$ cat config.mk
export PLATFORM = sky130hd
export DESIGN_NAME = alu_pipe
export DESIGN_NICKNAME = d
export VERILOG_FILES = /design/src/rtl/alu_pipe.sv
export SDC_FILE = /design/constraint.sdc
export NUM_CORES = 1
export LEC_CHECK = 0
export BUFFER_PORTS_ARGS = -buffer_cell sky130_fd_sc_hd__buf_4
export CORE_ASPECT_RATIO = 1.5
export CORE_MARGIN = 1.5
export CORE_UTILIZATION = 35
export CTS_CLUSTER_SIZE = 24
export DETAILED_ROUTE_END_ITERATION = 8
export PLACE_DENSITY = 0.51
export SLEW_MARGIN = 20
export SYNTH_ARGS = -nofsm -noshare
export SYNTH_HDL_FRONTEND = slang
export SYNTH_SLANG_ARGS = --single-unit
export TNS_END_PERCENT = 5
$ cat constraint.sdc
create_clock -name clk -period 3.5 [get_ports clk]
set_input_delay 0.7 -clock clk [delete_from_list [all_inputs] [get_ports clk]]
set_output_delay 0.7 -clock clk [all_outputs]
set_load 0.01 [all_outputs]
$ cat src/rtl/alu_pipe.sv
// Handshaked ALU with registered result/flags; shifts iterate one bit per cycle.
// Define ALU_PIPE_BARREL_SHIFT_EN to complete shifts in a single cycle instead.
module alu_pipe #(
    parameter int WIDTH = 8
) (
    input  logic             clk,
    input  logic             rst_n,
    input  logic             in_valid,
    output logic             in_ready,
    input  logic [WIDTH-1:0] regA,
    input  logic [WIDTH-1:0] regB,
    input  logic [2:0]       S,
    output logic             out_valid,
    input  logic             out_ready,
    output logic [WIDTH-1:0] M,
    output logic [3:0]       flags
);

    // state | meaning
    // IDLE  | no result held, ready for an operation
    // SHIFT | iterative shift in progress, one bit per cycle
    // HOLD  | result valid on M/flags until out_ready
    typedef enum logic [1:0] {
        IDLE  = 2'd0,
`ifndef ALU_PIPE_BARREL_SHIFT_EN
        SHIFT = 2'd1,
`endif
        HOLD  = 2'd2
    } state_t;

    localparam int CW = (WIDTH > 1) ? $clog2(WIDTH) : 1;

    state_t           state_q;
    logic [WIDTH-1:0] m_q;
    logic [3:0]       flags_q;

    logic [WIDTH:0]   sum_w;
    logic [WIDTH:0]   diff_w;
    logic [WIDTH-1:0] res_d;
    logic             c_d;
    logic             v_d;
    logic [3:0]       flags_d;
    logic             accept;

`ifdef ALU_PIPE_BARREL_SHIFT_EN
    logic [WIDTH:0]   shl_w;
    logic [WIDTH:0]   shr_w;
`else
    logic [CW-1:0]    cnt_q;
    logic             dir_q;
    logic             start_shift_d;
    logic [WIDTH-1:0] step_w;
    logic             step_c;
`endif

    assign sum_w  = {1'b0, regA} + {1'b0, regB};
    assign diff_w = {1'b0, regA} - {1'b0, regB};

    always_comb begin
        res_d = '0;
        c_d   = 1'b0;
        v_d   = 1'b0;
`ifdef ALU_PIPE_BARREL_SHIFT_EN
        shl_w = '0;
        shr_w = '0;
`else
        start_shift_d = 1'b0;
`endif
        case (S)
            3'b000: begin
                res_d = sum_w[WIDTH-1:0];
                c_d   = sum_w[WIDTH];
                v_d   = (regA[WIDTH-1] == regB[WIDTH-1]) && (sum_w[WIDTH-1] != regA[WIDTH-1]);
            end
            3'b001: begin
                res_d = diff_w[WIDTH-1:0];
                c_d   = diff_w[WIDTH];
                v_d   = (regA[WIDTH-1] != regB[WIDTH-1]) && (diff_w[WIDTH-1] != regA[WIDTH-1]);
            end
            3'b010: res_d = regA & regB;
            3'b011: res_d = regA | regB;
            3'b100: res_d = ~regA;
            3'b101: res_d = regA ^ regB;
            3'b110, 3'b111: begin
                // Full regB is the amount: out-of-range amounts never alias into range.
                if (regB == '0) begin
                    res_d = regA;
                end else if (regB >= WIDTH'(WIDTH)) begin
                    res_d = '0;
                end else begin
`ifdef ALU_PIPE_BARREL_SHIFT_EN
                    if (!S[0]) begin
                        shl_w = {1'b0, regA} << regB;
                        res_d = shl_w[WIDTH-1:0];
                        c_d   = shl_w[WIDTH];
                    end else begin
                        shr_w = {regA, 1'b0} >> regB;
                        res_d = shr_w[WIDTH:1];
                        c_d   = shr_w[0];
                    end
`else
                    start_shift_d = 1'b1;
                    res_d         = regA;
`endif
                end
            end
        endcase
        flags_d = {c_d, v_d, res_d[WIDTH-1], ~|res_d};
    end

`ifndef ALU_PIPE_BARREL_SHIFT_EN
    always_comb begin
        step_w = dir_q ? (m_q >> 1) : (m_q << 1);
        step_c = dir_q ? m_q[0] : m_q[WIDTH-1];
    end
`endif

    assign in_ready  = rst_n & ((state_q == IDLE) | ((state_q == HOLD) & out_ready));
    assign accept    = in_valid & in_ready;
    assign out_valid = (state_q == HOLD);
    assign M         = m_q;
    assign flags     = flags_q;

    always_ff @(posedge clk or negedge rst_n) begin
        if (!rst_n) begin
            state_q <= IDLE;
            m_q     <= '0;
            flags_q <= '0;
`ifndef ALU_PIPE_BARREL_SHIFT_EN
            cnt_q   <= '0;
            dir_q   <= 1'b0;
`endif
        end else begin
            case (state_q)
`ifndef ALU_PIPE_BARREL_SHIFT_EN
                SHIFT: begin
                    m_q   <= step_w;
                    cnt_q <= cnt_q - CW'(1);
                    if (cnt_q == CW'(1)) begin
                        state_q <= HOLD;
                        flags_q <= {step_c, 1'b0, step_w[WIDTH-1], ~|step_w};
                    end
                end
`endif
                default: begin
                    if (accept) begin
                        m_q     <= res_d;
                        flags_q <= flags_d;
`ifndef ALU_PIPE_BARREL_SHIFT_EN
                        if (start_shift_d) begin
                            state_q <= SHIFT;
                            cnt_q   <= regB[CW-1:0];
                            dir_q   <= S[0];
                        end else begin
                            state_q <= HOLD;
                        end
`else
                        state_q <= HOLD;
`endif
                    end else if (state_q == HOLD && out_ready) begin
                        state_q <= IDLE;
                    end
                end
            endcase
        end
    end

endmodule

---- Word level (Yosys, flattened, before mapping) ----
Index checks and enable logic that the tools add are counted.
word-level totals
  register bits after elaboration ......... 18
  latch bits .............................. 0
  RAM bits ................................ 0
  bits in read-only memories .............. 0
  bits of input ports ..................... 23
  output and inout bits ................... 14
  logic and storage cells ................. 74
  memories kept ........................... 0
cells by class
  add/sub/neg operators ................... 3
  $mul .................................... 0
  divide/modulo/power cells ............... 0
  magnitude comparators ................... 1
  equal/unequal tests ..................... 15
  shift operators ......................... 0
  muxes and demuxes ....................... 23
  bitwise logic cells ..................... 9
  reduce and logical (&&, ||, !) cells .... 18
operators by type and width
  operator                                                                             count
  8-bit case mux with 7 select lines                                                   1
  8-bit two-way mux                                                                    5
  8-bit OR reduction                                                                   2
  3-bit == test, second input constant                                                 4
  4-bit two-way mux                                                                    3
  2-bit two-way mux                                                                    5
  8-bit by 8-bit adder with 9-bit output                                               1
  3-bit two-way mux                                                                    3
  8-bit by 8-bit subtractor with 9-bit output                                          1
  8-bit AND                                                                            1
  8-bit by 4-bit greater-or-equal comparator with 1-bit output, second input constant  1
  8-bit zero test                                                                      1
  8-bit inverter                                                                       1
  8-bit bitwise OR                                                                     1
  8-bit bitwise XOR                                                                    1
  3-bit by 1-bit == test with 1-bit output, second input constant                      2
  3-bit by 2-bit == test with 1-bit output, second input constant                      2
  2-bit AND reduction                                                                  3
  1-bit two-way mux                                                                    4
  1-bit case mux with 2 select lines                                                   2
  2-bit nonzero test                                                                   2
  1-bit AND                                                                            3
  1-bit logical AND                                                                    3
  3-bit zero test                                                                      1
  other kinds (13)                                                                     16

---- Longest topological paths before layout ----
  word-level depth ........................ 8
  depth in mapped cells ................... 11
  gate-level depth less buffers ........... 11

---- Worst setup path before layout ----
Ideal clock, no wire load.
  path kind ............................... in2reg
  from .................................... input port regA[0]
  to ...................................... register flags_q[0] (netlist: flags[0])
  arrival time ............................ 2,726 ps
  path slack .............................. 708 ps
  stages .................................. 10
  cell sequence ........................... inv_1 ha_1 inv_1 fa_1 xor2_1 a31oi_1 a221o_2 a2111o_1 nor4b_1 a31o_1
on the way
  longest elaborated chain between the ends .. 7
  elaborated cells on any way between the ends .. 13
ends and longest elaborated chain
  element                                                                              RTL line  source
  from (decl)                                                                          10        input logic [WIDTH-1:0] regA,
  branches (longest 2 deep; another with 8-bit by 8-bit subtractor with 9-bit output)  --
  8-bit case mux with 7 select lines (*)                                               69        case (S)
  8-bit OR reduction (*)                                                               108       flags_d = {c_d, v_d, res_d[WIDTH-1], ~|res_d};
  1-bit zero test (*)                                                                  108
  4-bit two-way mux (*)                                                                146       if (accept) begin
  4-bit two-way mux (*)                                                                134       case (state_q)
  to (signal assigned)                                                                 141       flags_q <= {step_c, 1'b0, step_w[WIDTH-1], ~|step_w};
  to (signal assigned)                                                                 148       flags_q <= flags_d;
  to (decl)                                                                            35        logic [3:0] flags_q;
Mark *: on every way between the ends. The select of a mux whose other input is x is not followed.
A chain may end at the register's enable or synchronous reset.

---- Worst setup path after layout ----
  from .................................... input port regA[1]
  to ...................................... register m_q[7] (netlist: M[7])
on the way
  longest elaborated chain between the ends .. 4
  elaborated cells on any way between the ends .. 5
ends and longest elaborated chain
  element                                                                                                       RTL line  source
  8-bit by 8-bit subtractor with 9-bit output / 8-bit by 8-bit adder with 9-bit output (equally long branches)  57, 56
  8-bit case mux with 7 select lines (*)                                                                        69
  8-bit two-way mux (*)                                                                                         146
  8-bit two-way mux (*)                                                                                         134
  to (signal assigned)                                                                                          137       m_q <= step_w;
  to (signal assigned)                                                                                          147       m_q <= res_d;
  to (decl)                                                                                                     34        logic [WIDTH-1:0] m_q;
Mark *: on every way between the ends. The rest lies on a longest branch, timed or not. The select of a mux whose other input is x is not followed.

==> impl_metrics.csv <==
group,metric,value,unit
outcome,status,"complete, no violations",
logic_synthesis,async_reset_ff_share,100,%
sta,setup_tns,0,ps
placement,finalWeightedCongestion,0.837,
logic_synthesis,yosys.area.top_type,"dfrtp_1",
worst_setup_path,required,3630,ps
sta,setup_viol,0,
logic_synthesis,synth_top_cell_area_share,19.6,%
sta,hold_violations,0,
sta,slew_headroom,59.8,%
clock_network,clk_path_buf_depth,2,
worst_setup_path,cp_slowest_cell,"o41ai_1",
die,core,6440,sq um
sta,worstMarginPinSlew,600,ps
finish,drive_gt1_share,17.8,%
die,die_w,69.2,um
finish,layout_commonest_cell,"buf_4",
clock_network,postCtsHoldBufs,0,
logic_synthesis,avgSynthCellArea,8.04,sq um
logic_synthesis,yosysSeqAreaShare,19.6,%
pwr,p_leak,1.22,nW
worst_setup_path,crit_family,"compound AO/OA/AOI/OAI gates",
clock_network,root_buffer,"clkbuf_8",
die,ioPinCount,37,
die,dieArea,7070,sq um
route,dr.pass1.iters,4,
finish,layout.nets,367,
placement,port_buffers,36,
global_route,grt_pass1_wl,11100,um
sta,fin_crit_sh,83.5,%
run,cap_violations,0,
global_route,gr-total-overflow,0,
finish,final-instance-count-excl-fill,391,
logic_synthesis,synth_area_leaders,"dfrtp_1 (20%), ha_1 (14%), mux2i_1 (4.4%), nand2_1 (4.2%), nor2_1 (4.2%)",
global_route,antenna_found_initial,0,
worst_setup_path,critPathArrivalTime,3050,ps
die,start_util,35.7,%
logic_synthesis,ys_warn_count,0,
logic_synthesis,synth_area,2300,sq um
clock_network,cts_made_buffers,3,
finish,diodes,0,
clock_network,tritoncts,"built",
sta,rsz0062_at_grt,"false",
logic_synthesis,netlist_instances,286,
route,via_count,2230,
sta,skew,1.78,ps
worst_setup_path,startpoint_type,"input pin",
sta,fmax,342,MHz
hold_path,hold_path.class,"in2async",
worst_setup_path,end_kind,"flop",
worst_setup_path,crit_chain,"buf_4 > inv_1 > ha_1 > a21oi_1 > o211ai_1 > o41ai_1 > mux2i_1 > xor2_1 > a221oi_1 > o21ai_0",
clock_network,insertion_delay,260,ps
sta,period_minus_slack,2920,ps
pwr,powerDensity,367,nW/um^2
logic_synthesis,synth_flop_cell,"dfrtp_1",
pwr,ir_drop,0.109,mV
placement,dp_hpwl,5120,um
route,drc,0,
clock_network,clock_sinks,18,
placement,dp.cells,387,
route,drt_iter0_drc,145,
clock_network,clk_pin_slew,70,ps
logic_synthesis,ys_ff_latch,18,
route,wl,6570,um
finish,layout_common_cells,"buf_4 (39), nor2_1 (26), nand2_1 (26), ha_1 (26), inv_1 (25)",
finish,postLayoutCoreUtil,41.2,%
logic_synthesis,synth_nets,337,
pwr,total_power,973,uW
global_route,grt_max_degree,37,
worst_setup_path,crit_buf_inv,2,
logic_synthesis,yosysUniqueCellTypes,59,
global_route,first_global_vias,2166,
worst_setup_path,path_max_fanout,6,
die,fp-row-count,36,
worst_setup_path,worstSetupPathType,"in2reg",
global_route,grt_usage,19.2,%
route,ant_nets,0,
worst_setup_path,max_stage_delay,480,ps
die,fp.dieH,102,um
route,via_per_inst,5.70,
route,routedWlPerCell,16.8,um
clock_network,cts_resized,0,
logic_synthesis,synth_edf_count,0,
clock_network,postCtsSetupRepairBufs,0,
sta,slew_violations,0,
finish,area_growth_syn_to_layout,15.4,%
clock_network,ctsHtreeMaxLevel,1,
==> synth_stat cells (5+ instances only) <==
| cell type | instances |
|---|---|
| xnor2_1 | 5 |
| nor2b_1 | 8 |
| a21oi_1 | 13 |
| o21ai_0 | 14 |
| ha_1 | 26 |
| buf_2 | 7 |
| nand2_1 | 26 |
| nand3_1 | 7 |
| dfrtp_1 | 18 |
| inv_1 | 25 |
| nor3_1 | 6 |
| a31oi_1 | 7 |
| o21bai_1 | 5 |
| o211ai_1 | 6 |
| o221ai_1 | 5 |
| nor2_1 | 26 |
| mux2i_1 | 10 |
==> through the flow <==
step                hold WS, ps  instance area (sq um)  setup WS, ps
finish                      301                   2650           579
global route                310                   2650           335
CTS                         309                   2650           596
detailed placement          483                   2600           352
global placement            479                   2600           383
floorplan                   404                   2300           708
==> power breakdown <==
group          internal (mW)  total [mW]  switching, mW
combinational          0.224       0.474          0.250
clock                  0.100       0.173         0.0731
sequential             0.263       0.327         0.0640
==> logic make-up after synthesis <==
logic type               share of synthesized area [%]
flip-flops                                        19.6
AND/OR/NAND/NOR                                   19.6
multiplexers                                      4.84
adder cells (fa/ha/maj)                           15.9
AO/OA/AOI/OAI                                     28.9
buffers and inverters                             8.11
XOR/XNOR                                          3.05
==> registers in the layout, indices dropped and copies added (netlist names) <==
name	count
M	8
flags	4
cnt_q	3
state_q	2
dir_q	1
==> path summary, 6_finish.rpt <==
path,from,end,slack [ps],cells after the start
min in group clk,flags[1],flags[1],490,2
max in group asynchronous,rst_n,flags[2],2990,1
worst max-delay path,regA[1],M[7],580,10
worst max register to register,state_q[1],flags[0],1500,7
worst min-delay path,rst_n,state_q[1],300,1
worst min register to register,flags[1],flags[1],490,2
==> cell type report <==
type / instances / area [sq um]
clock buffers: 4 / 55.1
flip-flops and latches: 18 / 450
fillers: 672 / 3790
multi-input cells: 228 / 1660
inverters: 26 / 97.6
well taps: 76 / 95.1
repair buffers: 39 / 293
==> layer usage <==
| metal | up-vias | wire length (um) | share of wire [%] | GRT usage, % |
|---|---|---|---|---|
| met4 | 0 | 57 | 0.87 | 4.83 |
| met5 | - | 0 | 0 | 0 |
| li1 | 1107 | - | - | - |
| met1 | 1057 | 2860 | 44 | 23.6 |
| met2 | 60 | 3420 | 52 | 36.4 |
| met3 | 6 | 227 | 3.5 | 1.28 |
No activity file was read; power rests on OpenSTA's default activity.
